===== src/rtl/rep_pulse_if.sv =====
// Bundled trigger/config inputs and pulse-train outputs of the repetition pulse generator.
// The master drives triggers and configuration; the slave is the generator itself.
interface rep_pulse_if #(
  parameter int CNT_W = 4,
  parameter int GAP_W = 4
);
  logic             trig_i;
  logic [CNT_W-1:0] count_i;
  logic [GAP_W-1:0] gap_i;
  logic [GAP_W-1:0] tail_i;
  logic             mode_i;
  logic             en_i;
  logic             abort_i;
  logic             b_o;
  logic             busy_o;
  logic             done_o;
  logic             aborted_o;
  logic [CNT_W-1:0] pulse_cnt_o;

  modport master (
    output trig_i, count_i, gap_i, tail_i, mode_i, en_i, abort_i,
    input  b_o, busy_o, done_o, aborted_o, pulse_cnt_o
  );

  modport slave (
    input  trig_i, count_i, gap_i, tail_i, mode_i, en_i, abort_i,
    output b_o, busy_o, done_o, aborted_o, pulse_cnt_o
  );
endinterface


===== src/rtl/rep_pulse_gen.sv =====
// Bounded-repetition pulse train generator: on a trigger rise, emits count one-cycle
// pulses spaced gap cycles apart, optionally followed by tail idle cycles.
module rep_pulse_gen #(
  parameter int CNT_W = 4,
  parameter int GAP_W = 4
) (
  input  logic       clk,
  input  logic       rst_n,
  rep_pulse_if.slave bus
);

  typedef enum logic [2:0] {
    S_IDLE, S_PULSE, S_GAP, S_TAIL, S_DONE
  } state_t;

  state_t           state_reg, state_next;
  logic             trig_q_reg;
  logic [CNT_W-1:0] count_reg, count_next;
  logic [GAP_W-1:0] gap_reg, gap_next;
  logic [GAP_W-1:0] tail_reg, tail_next;
  logic             mode_reg, mode_next;
  logic [GAP_W-1:0] tmr_reg, tmr_next;
  logic [CNT_W-1:0] pulse_cnt_reg, pulse_cnt_next;
  logic             b_reg, busy_reg, done_reg, aborted_reg;
  logic             aborted_next;
  logic             rise;
  logic             in_train;

  assign rise     = bus.trig_i & ~trig_q_reg;
  assign in_train = (state_reg == S_PULSE) || (state_reg == S_GAP) || (state_reg == S_TAIL);

  always_ff @(posedge clk or negedge rst_n) begin
    if (!rst_n) begin
      state_reg     <= S_IDLE;
      trig_q_reg    <= 1'b0;
      count_reg     <= '0;
      gap_reg       <= '0;
      tail_reg      <= '0;
      mode_reg      <= 1'b0;
      tmr_reg       <= '0;
      pulse_cnt_reg <= '0;
      b_reg         <= 1'b0;
      busy_reg      <= 1'b0;
      done_reg      <= 1'b0;
      aborted_reg   <= 1'b0;
    end else begin
      state_reg     <= state_next;
      trig_q_reg    <= bus.trig_i;
      count_reg     <= count_next;
      gap_reg       <= gap_next;
      tail_reg      <= tail_next;
      mode_reg      <= mode_next;
      tmr_reg       <= tmr_next;
      pulse_cnt_reg <= pulse_cnt_next;
      b_reg         <= (state_next == S_PULSE);
      busy_reg      <= (state_next == S_PULSE) || (state_next == S_GAP) || (state_next == S_TAIL);
      done_reg      <= (state_next == S_DONE);
      aborted_reg   <= aborted_next;
    end
  end

  always_comb begin
    state_next     = state_reg;
    count_next     = count_reg;
    gap_next       = gap_reg;
    tail_next      = tail_reg;
    mode_next      = mode_reg;
    tmr_next       = tmr_reg;
    pulse_cnt_next = pulse_cnt_reg;
    aborted_next   = 1'b0;

    case (state_reg)
      S_IDLE: begin
        if (rise && !bus.abort_i) begin
          count_next     = bus.count_i;
          gap_next       = bus.gap_i;
          tail_next      = bus.tail_i;
          mode_next      = bus.mode_i;
          pulse_cnt_next = '0;
          if (bus.count_i == '0) begin
            state_next = S_DONE;
          end else if (bus.en_i) begin
            state_next     = S_PULSE;
            pulse_cnt_next = CNT_W'(1);
          end else begin
            // Counter 0 makes the first pulse fire as soon as en_i returns.
            state_next = S_GAP;
            tmr_next   = '0;
          end
        end
      end
      S_PULSE: begin
        if (pulse_cnt_reg == count_reg) begin
          if (mode_reg && (tail_reg != '0)) begin
            state_next = S_TAIL;
            tmr_next   = tail_reg;
          end else begin
            state_next = S_DONE;
          end
        end else if ((gap_reg == '0) && bus.en_i) begin
          pulse_cnt_next = pulse_cnt_reg + CNT_W'(1);
        end else begin
          state_next = S_GAP;
          tmr_next   = gap_reg;
        end
      end
      S_GAP: begin
        // The counter value is the number of idle cycles still to show, this one included.
        if (bus.en_i) begin
          if (tmr_reg <= GAP_W'(1)) begin
            state_next     = S_PULSE;
            pulse_cnt_next = pulse_cnt_reg + CNT_W'(1);
          end else begin
            tmr_next = tmr_reg - GAP_W'(1);
          end
        end
      end
      S_TAIL: begin
        if (bus.en_i) begin
          if (tmr_reg <= GAP_W'(1)) begin
            state_next = S_DONE;
          end else begin
            tmr_next = tmr_reg - GAP_W'(1);
          end
        end
      end
      S_DONE: begin
        state_next = S_IDLE;
      end
      default: begin
        state_next = S_IDLE;
      end
    endcase

    if (bus.abort_i && in_train) begin
      state_next     = S_IDLE;
      tmr_next       = tmr_reg;
      pulse_cnt_next = pulse_cnt_reg;
      aborted_next   = 1'b1;
    end
  end

  assign bus.b_o         = b_reg;
  assign bus.busy_o      = busy_reg;
  assign bus.done_o      = done_reg;
  assign bus.aborted_o   = aborted_reg;
  assign bus.pulse_cnt_o = pulse_cnt_reg;

endmodule


===== src/flat_wrapper.sv =====
// flat-port wrapper written by rule: the top's interface ports become plain ports
module rep_pulse_gen_flat 
#(
  parameter int CNT_W = 4,
  parameter int GAP_W = 4
)
  (clk, rst_n, bus_trig_i, bus_count_i, bus_gap_i, bus_tail_i, bus_mode_i, bus_en_i, bus_abort_i, bus_b_o, bus_busy_o, bus_done_o, bus_aborted_o, bus_pulse_cnt_o);
  rep_pulse_if #(.CNT_W(CNT_W), .GAP_W(GAP_W)) bus_i ();
  input  logic clk;
  input  logic rst_n;
  input wire logic [$bits(bus_i.trig_i)-1:0] bus_trig_i;
  input wire logic [$bits(bus_i.count_i)-1:0] bus_count_i;
  input wire logic [$bits(bus_i.gap_i)-1:0] bus_gap_i;
  input wire logic [$bits(bus_i.tail_i)-1:0] bus_tail_i;
  input wire logic [$bits(bus_i.mode_i)-1:0] bus_mode_i;
  input wire logic [$bits(bus_i.en_i)-1:0] bus_en_i;
  input wire logic [$bits(bus_i.abort_i)-1:0] bus_abort_i;
  output wire logic [$bits(bus_i.b_o)-1:0] bus_b_o;
  output wire logic [$bits(bus_i.busy_o)-1:0] bus_busy_o;
  output wire logic [$bits(bus_i.done_o)-1:0] bus_done_o;
  output wire logic [$bits(bus_i.aborted_o)-1:0] bus_aborted_o;
  output wire logic [$bits(bus_i.pulse_cnt_o)-1:0] bus_pulse_cnt_o;
  assign bus_i.trig_i = bus_trig_i;
  assign bus_i.count_i = bus_count_i;
  assign bus_i.gap_i = bus_gap_i;
  assign bus_i.tail_i = bus_tail_i;
  assign bus_i.mode_i = bus_mode_i;
  assign bus_i.en_i = bus_en_i;
  assign bus_i.abort_i = bus_abort_i;
  assign bus_b_o = bus_i.b_o;
  assign bus_busy_o = bus_i.busy_o;
  assign bus_done_o = bus_i.done_o;
  assign bus_aborted_o = bus_i.aborted_o;
  assign bus_pulse_cnt_o = bus_i.pulse_cnt_o;
  rep_pulse_gen #(.CNT_W(CNT_W), .GAP_W(GAP_W)) u_core (.clk(clk), .rst_n(rst_n), .bus(bus_i));
endmodule

===== config.mk =====
export PLATFORM = sky130hd
export DESIGN_NAME = rep_pulse_gen_flat
export DESIGN_NICKNAME = d
export VERILOG_FILES = /design/src/rtl/rep_pulse_if.sv /design/src/rtl/rep_pulse_gen.sv /design/src/flat_wrapper.sv
export SDC_FILE = /design/constraint.sdc
export NUM_CORES = 1
export LEC_CHECK = 0
export CAP_MARGIN = 20
export CORE_MARGIN = 2
export CORE_UTILIZATION = 52
export CTS_CLUSTER_DIAMETER = 40
export CTS_CLUSTER_SIZE = 28
export DETAILED_ROUTE_END_ITERATION = 12
export GPL_TIMING_DRIVEN = 0
export PLACE_DENSITY_LB_ADDON = 0.2
export SLEW_MARGIN = 20
export SYNTH_ARGS = -nofsm -noshare
export SYNTH_HDL_FRONTEND = slang
export SYNTH_SLANG_ARGS = --single-unit

===== constraint.sdc =====
create_clock -name clk -period 2.8 [get_ports clk]
set_input_delay 0.56 -clock clk [delete_from_list [all_inputs] [get_ports clk]]
set_output_delay 0.56 -clock clk [all_outputs]
set_load 0.02 [all_outputs]

# [Yosys cells after proc, flatten, opt, wreduce, memory -nomap -nowiden]
# Index checks and enable logic that the tools add are counted.
[op_classes] add_sub_neg=2 multipliers=0 div_mod_pow=0 magnitude_cmp=1 n_eq_ne=19 shift=0 muxes=30 n_bitwise=3 reduce_logical=19
[ops] operator="$mux W4" count=14
[ops] operator="$mux W3" count=10
[ops] operator="$pmux W4 S3" count=2
[ops] operator="$ne A2 B2 Y1 const B" count=7
[ops] operator="$eq A3 B2 Y1 const B" count=4
[ops] operator="$pmux W3 S4" count=1
[ops] operator="$reduce_and A9 Y1" count=1
[ops] operator="$logic_not A4 Y1" count=2
[ops] operator="$reduce_and A7 Y1" count=1
[ops] operator="$eq A3 B1 Y1 const B" count=2
[ops] operator="$ne A3 B3 Y1 const B" count=2
[ops] operator="$reduce_bool A3 Y1" count=2
[ops] operator="$add A4 B1 Y4 const B" count=1
[ops] operator="$eq A4 B4 Y1" count=1
[ops] operator="$le A4 B1 Y1 const B" count=1
[ops] operator="$logic_and A1 B1 Y1" count=4
[ops] operator="$logic_or A1 B1 Y1" count=4
[ops] operator="$ne A2 B1 Y1 const B" count=2
[ops] operator="$reduce_bool A4 Y1" count=1
[ops] operator="$sub A4 B1 Y4 const B" count=1
[ops] operator="$eq A3 B3 Y1 const B" count=1
[ops] operator="$logic_not A3 Y1" count=1
[ops] operator="$mux W1" count=2
[ops] operator="$mux W2" count=1
[ops] operator="5 further kinds" count=6
[totals] ff_bits=29 latch_bits=0 mem_bits_rw=0 romBits=0 input_bits=18 elab_cells=86 n_memories=0

# [Depth between registers and ports, before layout]
# Gate-level depths: netlist (run 1).
[depth] word_depth=9 mapped_depth=8

# [Worst setup path before layout (run 1)]
# OpenSTA, ideal clock, no wires.
[synth_timing] kind="register -> register" startpoint="register u_core.tmr_reg[0]" endpoint="register u_core.pulse_cnt_reg[0] (netlist: u_core.bus.pulse_cnt_o[0])" setup_ns=0.124 t_arrival_ns=2.125 required_ns=2.676 setup_slack_ns=0.551 stages_incl_launch_ff=9 path_buffers=1 path_cell_list="dfrtp_1 -> inv_1 -> ha_1 -> nor2_1 -> or4b_1 -> buf_2 -> a22o_4 -> or3_1 -> a211o_1"
[synth_via] elab_chain_cells=3
[synth_lines] item="start: declaration" line="rep_pulse_gen.sv:22" rtl="logic [GAP_W-1:0] tmr_reg, tmr_next;"
[synth_lines] item="start signal: assignment" line="rep_pulse_gen.sv:53" rtl="tmr_reg <= tmr_next;"
[synth_lines] item="$le A4 B1 Y1" line="rep_pulse_gen.sv:110" rtl="if (tmr_reg <= GAP_W'(1)) begin"
[synth_lines] item="$ne A2 B2 Y1 (no source line)"
[synth_lines] item="$reduce_and A7 Y1 (no source line)"
[synth_lines] item="end signal: assignment" line="rep_pulse_gen.sv:54" rtl="pulse_cnt_reg <= pulse_cnt_next;"
[synth_lines] item="end: declaration" line="rep_pulse_gen.sv:23" rtl="logic [CNT_W-1:0] pulse_cnt_reg, pulse_cnt_next;"
# Every way passes these cells.
# A chain may end at the register's enable or synchronous reset.

# [Worst setup path after layout (run 1)]
[layout_timing] startpoint="input port bus_en_i" endpoint="register u_core.pulse_cnt_reg[0] (netlist: u_core.bus.pulse_cnt_o[0])"
[layout_via] elab_chain_cells=4 word_cells_on_any_way=8 cone_classes="eq/ne: 2; mux: 4; reduce/logical: 2"
[layout_lines] item="start: declaration" line="flat_wrapper.sv:16" rtl="input wire logic [$bits(bus_i.en_i)-1:0] bus_en_i;"
[layout_lines] item="$mux W1" line="rep_pulse_gen.sv:82" rtl="end else if (bus.en_i) begin"
[layout_lines] item="$mux W4" line="rep_pulse_gen.sv:80" rtl="if (bus.count_i == '0) begin"
[layout_lines] item="$mux W4" line="rep_pulse_gen.sv:74" rtl="if (rise && !bus.abort_i) begin"
[layout_lines] item="$pmux W4 S3" line="rep_pulse_gen.sv:72" rtl="case (state_reg)"
# Parallel ways exist; a longest one is shown, timed or not. The select of a mux whose other input is x is not followed.

==> PnR_summary.wiki, run 1 <==
{| class="wikitable"
! Metric !! Value
|-
| Area overhead of the layout relative to synthesis || 21.3%
|-
| Die area || 0.00346 mm^2
|-
| IO Count || 26
|-
| CTS Root Buffer Type || sky130_fd_sc_hd__clkbuf_4
|-
| FF-to-FF path depth || 8
|-
| CTS tree || done
|-
| Ordered cell list for the critical path || clkdlybuf4s50_1, or4b_1, buf_2, a22o_4, or3_1, a211o_1
|-
| Internal power summed over all cells || 1.09 mW
|-
| Post-synthesis sequential area ratio || 46.5%
|-
| Wire length of the first global-routing pass || 5860 um
|-
| Setup Viol. Count Final || 0
|-
| Data required time at the worst endpoint || 3020 ps
|-
| DRC Markers || 0
|-
| Area taken by flip-flops and latches || 726 um^2
|-
| Per-cell via count in the routed design || 5.89
|-
| GRT overflow || 0
|-
| Detailed Route Iter0 Violations || 63
|-
| Pin count of the biggest net entering global routing || 30
|-
| Proportion of power drawn by the clock network || 12.9%
|-
| Overall die width || 58.8 um
|-
| Via count of the first global-routing pass || 1368
|-
| Worst slew margin || 51.3%
|-
| Overall fraction of global-route tracks in use || 23.1%
|-
| Critical path buffer and inverter count || 2
|-
| Antenna-violating nets left || 0
|-
| Net count of the mapped netlist || 194
|-
| Endpoint class of the critical path || flop
|-
| Leading cell type in the layout, fill and taps excluded || sky130_fd_sc_hd__nand2_1
|-
| Total leakage power || 0.884 nW
|-
| Setup repair after global routing missed its margin || no
|-
| GPL Wtd Cong || 0.828
|-
| Register bit count reported by yosys || 29
|-
| Number of antenna repair diodes || 0
|-
| Final hold violations || 0
|-
| TritonCTS Buffers || 5
|-
| Placement Rows || 19
|-
| Port buffer count || 25
|-
| Cell type of the slowest stage on the worst timing path || sky130_fd_sc_hd__clkdlybuf4s50_1
|-
| Power density relative to cell area || 980 mW/mm^2
|-
| Pins over their slew limit || 0
|-
| Commonest cells after routing, fill and taps aside || 48 x sky130_fd_sc_hd__nand2_1, 29 x sky130_fd_sc_hd__dfrtp_1, 24 x sky130_fd_sc_hd__clkdlybuf4s50_1
|-
| Maximum resistive drop on vdd || 0.519 mV
|-
| Post-route non-filler standard cell count || 237
|-
| Worst R2R Setup Slack || 360 ps
|-
| Initial antenna violation count || 0
|-
| Net count of the finished layout || 226
|-
| Final critical-path share of the clock period || 88.6%
|-
| Share of total power consumed by net switching || 41.1%
|-
| Setup TNS || 0 ps
|-
| Critical path class || primary input to flop
|-
| Via count || 1396
|-
| Total core area || 0.00281 mm^2
|-
| Reg-to-reg critical path startpoint || u_core.tmr_reg[0]$_DFFE_PN0P_
|-
| Clock-pin transition on the worst setup and hold timing paths || 90 ps
|-
| Area of combinational cells with multiple inputs || 797 um^2
|-
| Actual transition at the worst max-transition pin || 730 ps
|-
| Post-synth design cell area || 0.00156 mm^2
|-
| Status || finished clean
|-
| Type of origin of the critical path || primary input
|-
| Total of max-cap violations || 0
|-
| Number of distinct library cells after synthesis || 38
|-
| Post-placement cell count || 229
|-
| FILL cells || 235
|-
| Largest stage delay, worst path || 590 ps
|-
| Quantity of gates resized following cts || 0
|-
| Data arrival time of the critical path || 2700 ps
|-
| Worst reg2reg path endpoint || u_core.bus.pulse_cnt_o[0]$_DFFE_PN0P_
|-
| CTS Buffer Depth || 2
|-
| Die outline height || 58.8 um
|-
| Sequential group share of total power || 38.6%
|-
| Critical path fanouts, max || 7
|-
| Fraction of final layout cells with drive strength greater than 1 || 7.77%
|-
| Final HPWL from detailed placement || 2510 um
|-
| Yosys Warn Count || 0
|-
| First-pass iteration count of the detailed router || 4
|-
| Initial core utilization || 55.7%
|-
| Clock H-tree levels || 2
|-
| Dominant delay contributor by cell family on the critical path || simple AND/OR/NAND/NOR gates
|-
| Number of clock sinks seen by CTS || 29
|-
| Final design instance area without fill || 0.00189 mm^2
|-
| Final WL || 3430 um
|-
| Comb power frac || 48.5%
|-
| # Post-CTS Setup Buffers || 0
|-
| Mapped Cells || 173
|-
| Hold Crit Class || primary input to async pin
|-
| Cts hold-fix bufs || 0
|-
| Worst clock skew || 7.46 ps
|-
| Average detailed-routed wire length per instance || 14.5 um
|-
| Dpl cell area || 0.00185 mm^2
|-
| Clk_lat worst skew || 330 ps
|-
| Syn_area_per_cell || 9.03 um^2
|-
| Maximum clock frequency || 0.403 GHz
|-
| Switching power || 0.763 mW
|-
| Shortest clock period the worst path allows after layout || 2480 ps
|}
-- area by class of cell --
cell class	instances	share of cell area, %
plain buffers	6	1.25
clock buffers	8	2.58
inverters	4	0.793
multi-input cells	134	42.1
flip-flops and latches	29	38.3
well taps	31	2.05
repair buffers	25	12.9
-- worst max path at each step --
stage	cells after the start	from	slack (ps)	endpoint
detailed placement	6	bus_en_i	-9	u_core.bus.pulse_cnt_o[0]$_DFFE_PN0P_
CTS	6	bus_en_i	340	u_core.bus.pulse_cnt_o[0]$_DFFE_PN0P_
floorplan	8	u_core.tmr_reg[0]$_DFFE_PN0P_	550	u_core.bus.pulse_cnt_o[0]$_DFFE_PN0P_
finish	6	bus_en_i	320	u_core.bus.pulse_cnt_o[0]$_DFFE_PN0P_
global route	8	u_core.tmr_reg[0]$_DFFE_PN0P_	290	u_core.bus.pulse_cnt_o[0]$_DFFE_PN0P_
global placement	6	bus_en_i	10	u_core.bus.pulse_cnt_o[0]$_DFFE_PN0P_
-- power by group through the flow --
stage	clock network [mW]	logic, mW	registers (mW)
floorplan	0	0.623	0.733
global placement	0	0.863	0.714
detailed placement	0	0.890	0.725
CTS	0.249	0.899	0.716
global route	0.265	0.999	0.735
finish	0.240	0.900	0.717
-- per-stage QoR --
stage	util, %	hold WS (ps)	power (mW)	setup slack (ps)
CTS	67.5	239	1.86	344
global route	67.5	276	2.00	287
global placement	66.0	474	1.58	11.9
finish	67.5	241	1.86	318
detailed placement	65.8	471	1.61	-9.15
floorplan	-	264	1.36	551
-- layer usage --
layer  routed length, um  share of wire [%]  vias to the layer above  GRT usage, %
met5                   0                  0                        -             0
met4                 105                3.1                        0          16.6
met3                 189                5.5                       12          6.81
met2                1680                 49                       44          35.1
met1                1460                 42                      670          27.8
li1                    -                  -                      670             -
-- cell families after synthesis --
| family | share of synthesized area [%] |
|---|---|
| AOI/OAI and AO/OA | 13.6 |
| xor gates and xnor gates | 3.93 |
| adders and majority gates | 2.40 |
| buffers and inverters | 2.48 |
| DFF | 46.5 |
| muxes | 6.09 |
| and+or+nand+nor | 25.0 |
-- Yosys cell counts --
master                     number  area [um^2]
sky130_fd_sc_hd__nand3_1        2         10.0
sky130_fd_sc_hd__o211a_1        1         10.0
sky130_fd_sc_hd__buf_2          1         5.00
sky130_fd_sc_hd__a22o_4         1         17.5
sky130_fd_sc_hd__inv_1          4         15.0
sky130_fd_sc_hd__a221oi_1       1         8.76
sky130_fd_sc_hd__o21ai_0        5         25.0
sky130_fd_sc_hd__and3_1         2         12.5
sky130_fd_sc_hd__xnor2_1        7         61.3
sky130_fd_sc_hd__mux2_2         4         45.0
sky130_fd_sc_hd__nor2b_1        3         18.8
sky130_fd_sc_hd__o311ai_0       1         8.76
sky130_fd_sc_hd__and2_1         2         12.5
sky130_fd_sc_hd__o31ai_1        3         22.5
sky130_fd_sc_hd__nand4_1        1         6.26
sky130_fd_sc_hd__or4_1          2         15.0
sky130_fd_sc_hd__a21oi_1        6         30.0
sky130_fd_sc_hd__nor4_1         3         18.8
sky130_fd_sc_hd__nor2_1        12         45.0
sky130_fd_sc_hd__a22oi_1        1         7.51
sky130_fd_sc_hd__nand2b_1       3         18.8
sky130_fd_sc_hd__o221a_2        1         11.3
sky130_fd_sc_hd__ha_1           3         37.5
sky130_fd_sc_hd__or2_2          2         12.5
sky130_fd_sc_hd__o22ai_1        4         25.0
sky130_fd_sc_hd__mux2i_1        5         50.1
sky130_fd_sc_hd__dfrtp_1       29          726
sky130_fd_sc_hd__nand4_2        1         12.5
sky130_fd_sc_hd__o21a_1         1         7.51
sky130_fd_sc_hd__or4b_1         1         10.0
sky130_fd_sc_hd__a32oi_1        1         8.76
sky130_fd_sc_hd__nand2_1       48          180
sky130_fd_sc_hd__clkbuf_1       5         18.8
sky130_fd_sc_hd__a31oi_1        2         12.5
sky130_fd_sc_hd__o41ai_1        1         8.76
sky130_fd_sc_hd__a211o_1        1         8.76
sky130_fd_sc_hd__nor3_1         1         5.00
sky130_fd_sc_hd__or3_1          2         12.5
(Power assumes the default switching activity.)
==> run 2: changes to the inputs <==
--- a/config.mk
+++ b/config.mk
@@ -7,7 +7,7 @@
 export LEC_CHECK = 0
 export CAP_MARGIN = 20
 export CORE_MARGIN = 2
-export CORE_UTILIZATION = 52
+export CORE_UTILIZATION = 47
 export CTS_CLUSTER_DIAMETER = 40
 export CTS_CLUSTER_SIZE = 28
 export DETAILED_ROUTE_END_ITERATION = 12
==> constraint.sdc (replaced) <==
create_clock -name clk -period 2.2 [get_ports clk]
set_input_delay 0.44 -clock clk [delete_from_list [all_inputs] [get_ports clk]]
set_output_delay 0.44 -clock clk [all_outputs]
set_load 0.02 [all_outputs]
==> run 2 against run 1 <==
Net effect:
- the run now ends with negative setup slack left
- critical path depth rose by 1
- routed wire length rose by 2.6%
- worst hold slack lost 130 ps
- non-clock buffer count increased by 5
- clock skew decreased by 0.54 ps
- die area increased by 9.9%
- final cell count grew 7.2%
- global-route usage down 3.0 points
- setup slack worse by 330 ps
- design area rose by 7.3%
- first-iteration DRC count grew 29%
- critical path type is now flop to flop
- clock power up 35%
==> PnR_summary.wiki, run 2 (same netlist as run 1, synthesis figures left out) <==
{| class="wikitable"
! Metric !! Value
|-
| Hold Crit Class || primary input to async pin
|-
| Actual transition at the worst max-transition pin || 630 ps (-99.7 ps)
|-
| Largest stage delay, worst path || 550 ps (-40 ps)
|-
| Total core area || 0.00310 mm^2 (+11%)
|-
| DRC Markers || 0 (unchanged)
|-
| Initial core utilization || 50.3% (-5.3 points)
|-
| CTS tree || done
|-
| GPL Wtd Cong || 0.778 (-6.0%)
|-
| FF-to-FF path depth || 7 (-1)
|-
| Pin count of the biggest net entering global routing || 30 (unchanged)
|-
| Initial antenna violation count || 0 (unchanged)
|-
| Detailed Route Iter0 Violations || 81 (+29%)
|-
| Final design instance area without fill || 0.00203 mm^2 (+7.3%)
|-
| Maximum resistive drop on vdd || 0.735 mV (+42%)
|-
| Critical path buffer and inverter count || 1 (-1)
|-
| Average detailed-routed wire length per instance || 13.9 um (-4.3%)
|-
| Dominant delay contributor by cell family on the critical path || simple AND/OR/NAND/NOR gates
|-
| Ordered cell list for the critical path || inv_2, ha_4, nor2_2, or4b_4, a22o_4, or3_4, a211o_1
|-
| First-pass iteration count of the detailed router || 4 (unchanged)
|-
| Levels on crit path || 7 (+1)
|-
| Cts hold-fix bufs || 0 (unchanged)
|-
| Reg-to-reg critical path startpoint || u_core.tmr_reg[1]$_DFFE_PN0P_
|-
| Per-cell via count in the routed design || 5.46 (-7.3%)
|-
| Leading cell type in the layout, fill and taps excluded || sky130_fd_sc_hd__nand2_1
|-
| Dpl cell area || 0.00187 mm^2 (+1.4%)
|-
| CTS Buffer Depth || 2 (unchanged)
|-
| Pins over their slew limit || 0 (unchanged)
|-
| Die area || 0.00380 mm^2 (+9.9%)
|-
| Clk_lat worst skew || 330 ps (about the same)
|-
| Type of origin of the critical path || flop
|-
| Overall fraction of global-route tracks in use || 20.1% (-3.0 points)
|-
| Shortest clock period the worst path allows after layout || 2210 ps
|-
| Violations in the final reports || negative setup slack
|-
| Wire length of the first global-routing pass || 5450 um (-6.9%)
|-
| Status || complete, but fails checks
|-
| Placement Rows || 20 (+1)
|-
| Data arrival time of the critical path || 2430 ps (-270 ps)
|-
| Setup repair after global routing missed its margin || yes
|-
| Total leakage power || 0.928 nW (+5.0%)
|-
| GRT overflow || 0 (unchanged)
|-
| Via count || 1387 (-0.64%)
|-
| Setup Viol. Count Final || 1 (+1)
|-
| Data required time at the worst endpoint || 2420 ps (-600 ps)
|-
| Critical path fanouts, max || 4 (-3)
|-
| TritonCTS Buffers || 5 (unchanged)
|-
| Number of antenna repair diodes || 0 (unchanged)
|-
| Worst slew margin || 58.0% (+6.7 points)
|-
| Antenna-violating nets left || 0 (unchanged)
|-
| CTS Root Buffer Type || sky130_fd_sc_hd__clkbuf_4
|-
| Maximum clock frequency || 0.452 GHz
|-
| Port buffer count || 25 (unchanged)
|-
| Commonest cells after routing, fill and taps aside || 48 x sky130_fd_sc_hd__nand2_1, 29 x sky130_fd_sc_hd__dfrtp_1, 23 x sky130_fd_sc_hd__clkdlybuf4s50_1
|-
| Cell type of the slowest stage on the worst timing path || sky130_fd_sc_hd__or4b_4
|-
| Power density relative to cell area || 1260 mW/mm^2 (+28%)
|-
| IO Count || 26 (unchanged)
|-
| Die outline height || 61.6 um (+4.8%)
|-
| Fraction of final layout cells with drive strength greater than 1 || 16.7% (+8.9 points)
|-
| Final HPWL from detailed placement || 2460 um (-1.9%)
|-
| Total of max-cap violations || 0 (unchanged)
|-
| Worst R2R Setup Slack || -10 ps (-370 ps)
|-
| Overall die width || 61.6 um (+4.8%)
|-
| Net count of the finished layout || 231 (+2.2%)
|-
| Final hold violations || 0 (unchanged)
|-
| Final Core Density || 65.5% (-2.0 points)
|-
| Final critical-path share of the clock period || 101%
|-
| Clock-pin transition on the worst setup and hold timing paths || 90 ps (about the same)
|-
| Worst Setup SP || u_core.tmr_reg[1]$_DFFE_PN0P_
|-
| Fin worst setup slack || -11.4 ps (-330 ps)
|-
| Number of clock sinks seen by CTS || 29 (unchanged)
|-
| Worst reg2reg path endpoint || u_core.bus.pulse_cnt_o[0]$_DFFE_PN0P_
|-
| Final WL || 3520 um (+2.6%)
|-
| Area overhead of the layout relative to synthesis || 30.1%
|-
| Clock H-tree levels || 2 (unchanged)
|-
| Endpoint class of the critical path || flop
|-
| Setup TNS || -11.4 ps (-11.4 ps)
|-
| Worst clock skew || 6.92 ps (-0.541 ps)
|-
| Critical path class || flop to flop
|-
| Via count of the first global-routing pass || 1250 (-8.6%)
|}
## run 2: worst reg2reg max path, delay by kind of cell (launching register included)
kind                       cells  cell delay, ps
AOI/OAI and AO/OA              2             540
and+or+nand+nor                3             930
buffers and inverters          1             110
DFF                            1             390
adders and majority gates      1             150
## run 2: how the worst max path moves through the flow
stage	end	slack, ps
global placement	u_core.bus.pulse_cnt_o[3]$_DFFE_PN0P_	-400
detailed placement	u_core.bus.pulse_cnt_o[0]$_DFFE_PN0P_	-430
floorplan	u_core.bus.pulse_cnt_o[0]$_DFFE_PN0P_	-40
global route	u_core.bus.pulse_cnt_o[0]$_DFFE_PN0P_	-70
CTS	u_core.bus.pulse_cnt_o[0]$_DFFE_PN0P_	-10
finish	u_core.bus.pulse_cnt_o[0]$_DFFE_PN0P_	-10
## run 2: timing repair
action | CTS | global route
pin swaps | 6 | 6
resized for setup | 5 | 13
buffers inserted | 6 | 0
setup endpoints to repair | 4 | 9
## run 2: final cells by class
cell class / count / area, um^2
Fill cell: 272 / 1070
Inverter: 4 / 15.0
Clock buffer: 7 / 55.1
Timing Repair Buffer: 31 / 293
Multi-Input combinational cell: 134 / 870
Sequential cell: 29 / 726
Tap cell: 44 / 55.1
Buffer: 5 / 18.8
## run 2: layer usage
layer  up-vias  global-route usage (%)  share of wire, %
met2        49                    32.2                48
met3         8                    6.51               6.3
met4         0                    8.51               1.7
met5         -                       0                 0
li1        677                       -                 -
met1       653                    24.9                45
## run 2: stage by stage
step / power [mW] / hold slack [ps] / instances / worst slack (ps)
finish: 2.56 / 115 / 254 / -11.4
global route: 2.76 / 144 / 254 / -65.7
CTS: 2.49 / 129 / 255 / -12.8
detailed placement: 2.07 / 476 / 242 / -427
global placement: 2.03 / 476 / 242 / -396
floorplan: 1.74 / 144 / 173 / -39.7
## run 2: power by group
part           switching [mW]  internal, mW  total, mW
Sequential              0.176         0.740      0.917
Clock                   0.173         0.151      0.324
Combinational           0.689         0.628       1.32
==> run 3: changes to the inputs <==
==> constraint.sdc (replaced) <==
create_clock -name clk -period 2.2 [get_ports clk]
set_input_delay 0.44 -clock clk [delete_from_list [all_inputs] [get_ports clk]]
set_output_delay 0.44 -clock clk [all_outputs]
set_load 0.005 [all_outputs]
==> results of run 3 <==
The final DEF is identical to that of run 2. Status: complete, but fails checks: negative setup slack.
Main changes from that run: total power 2.56 mW -> 2.50 mW; worst IR drop on VDD 0.735 mV -> 0.731 mV
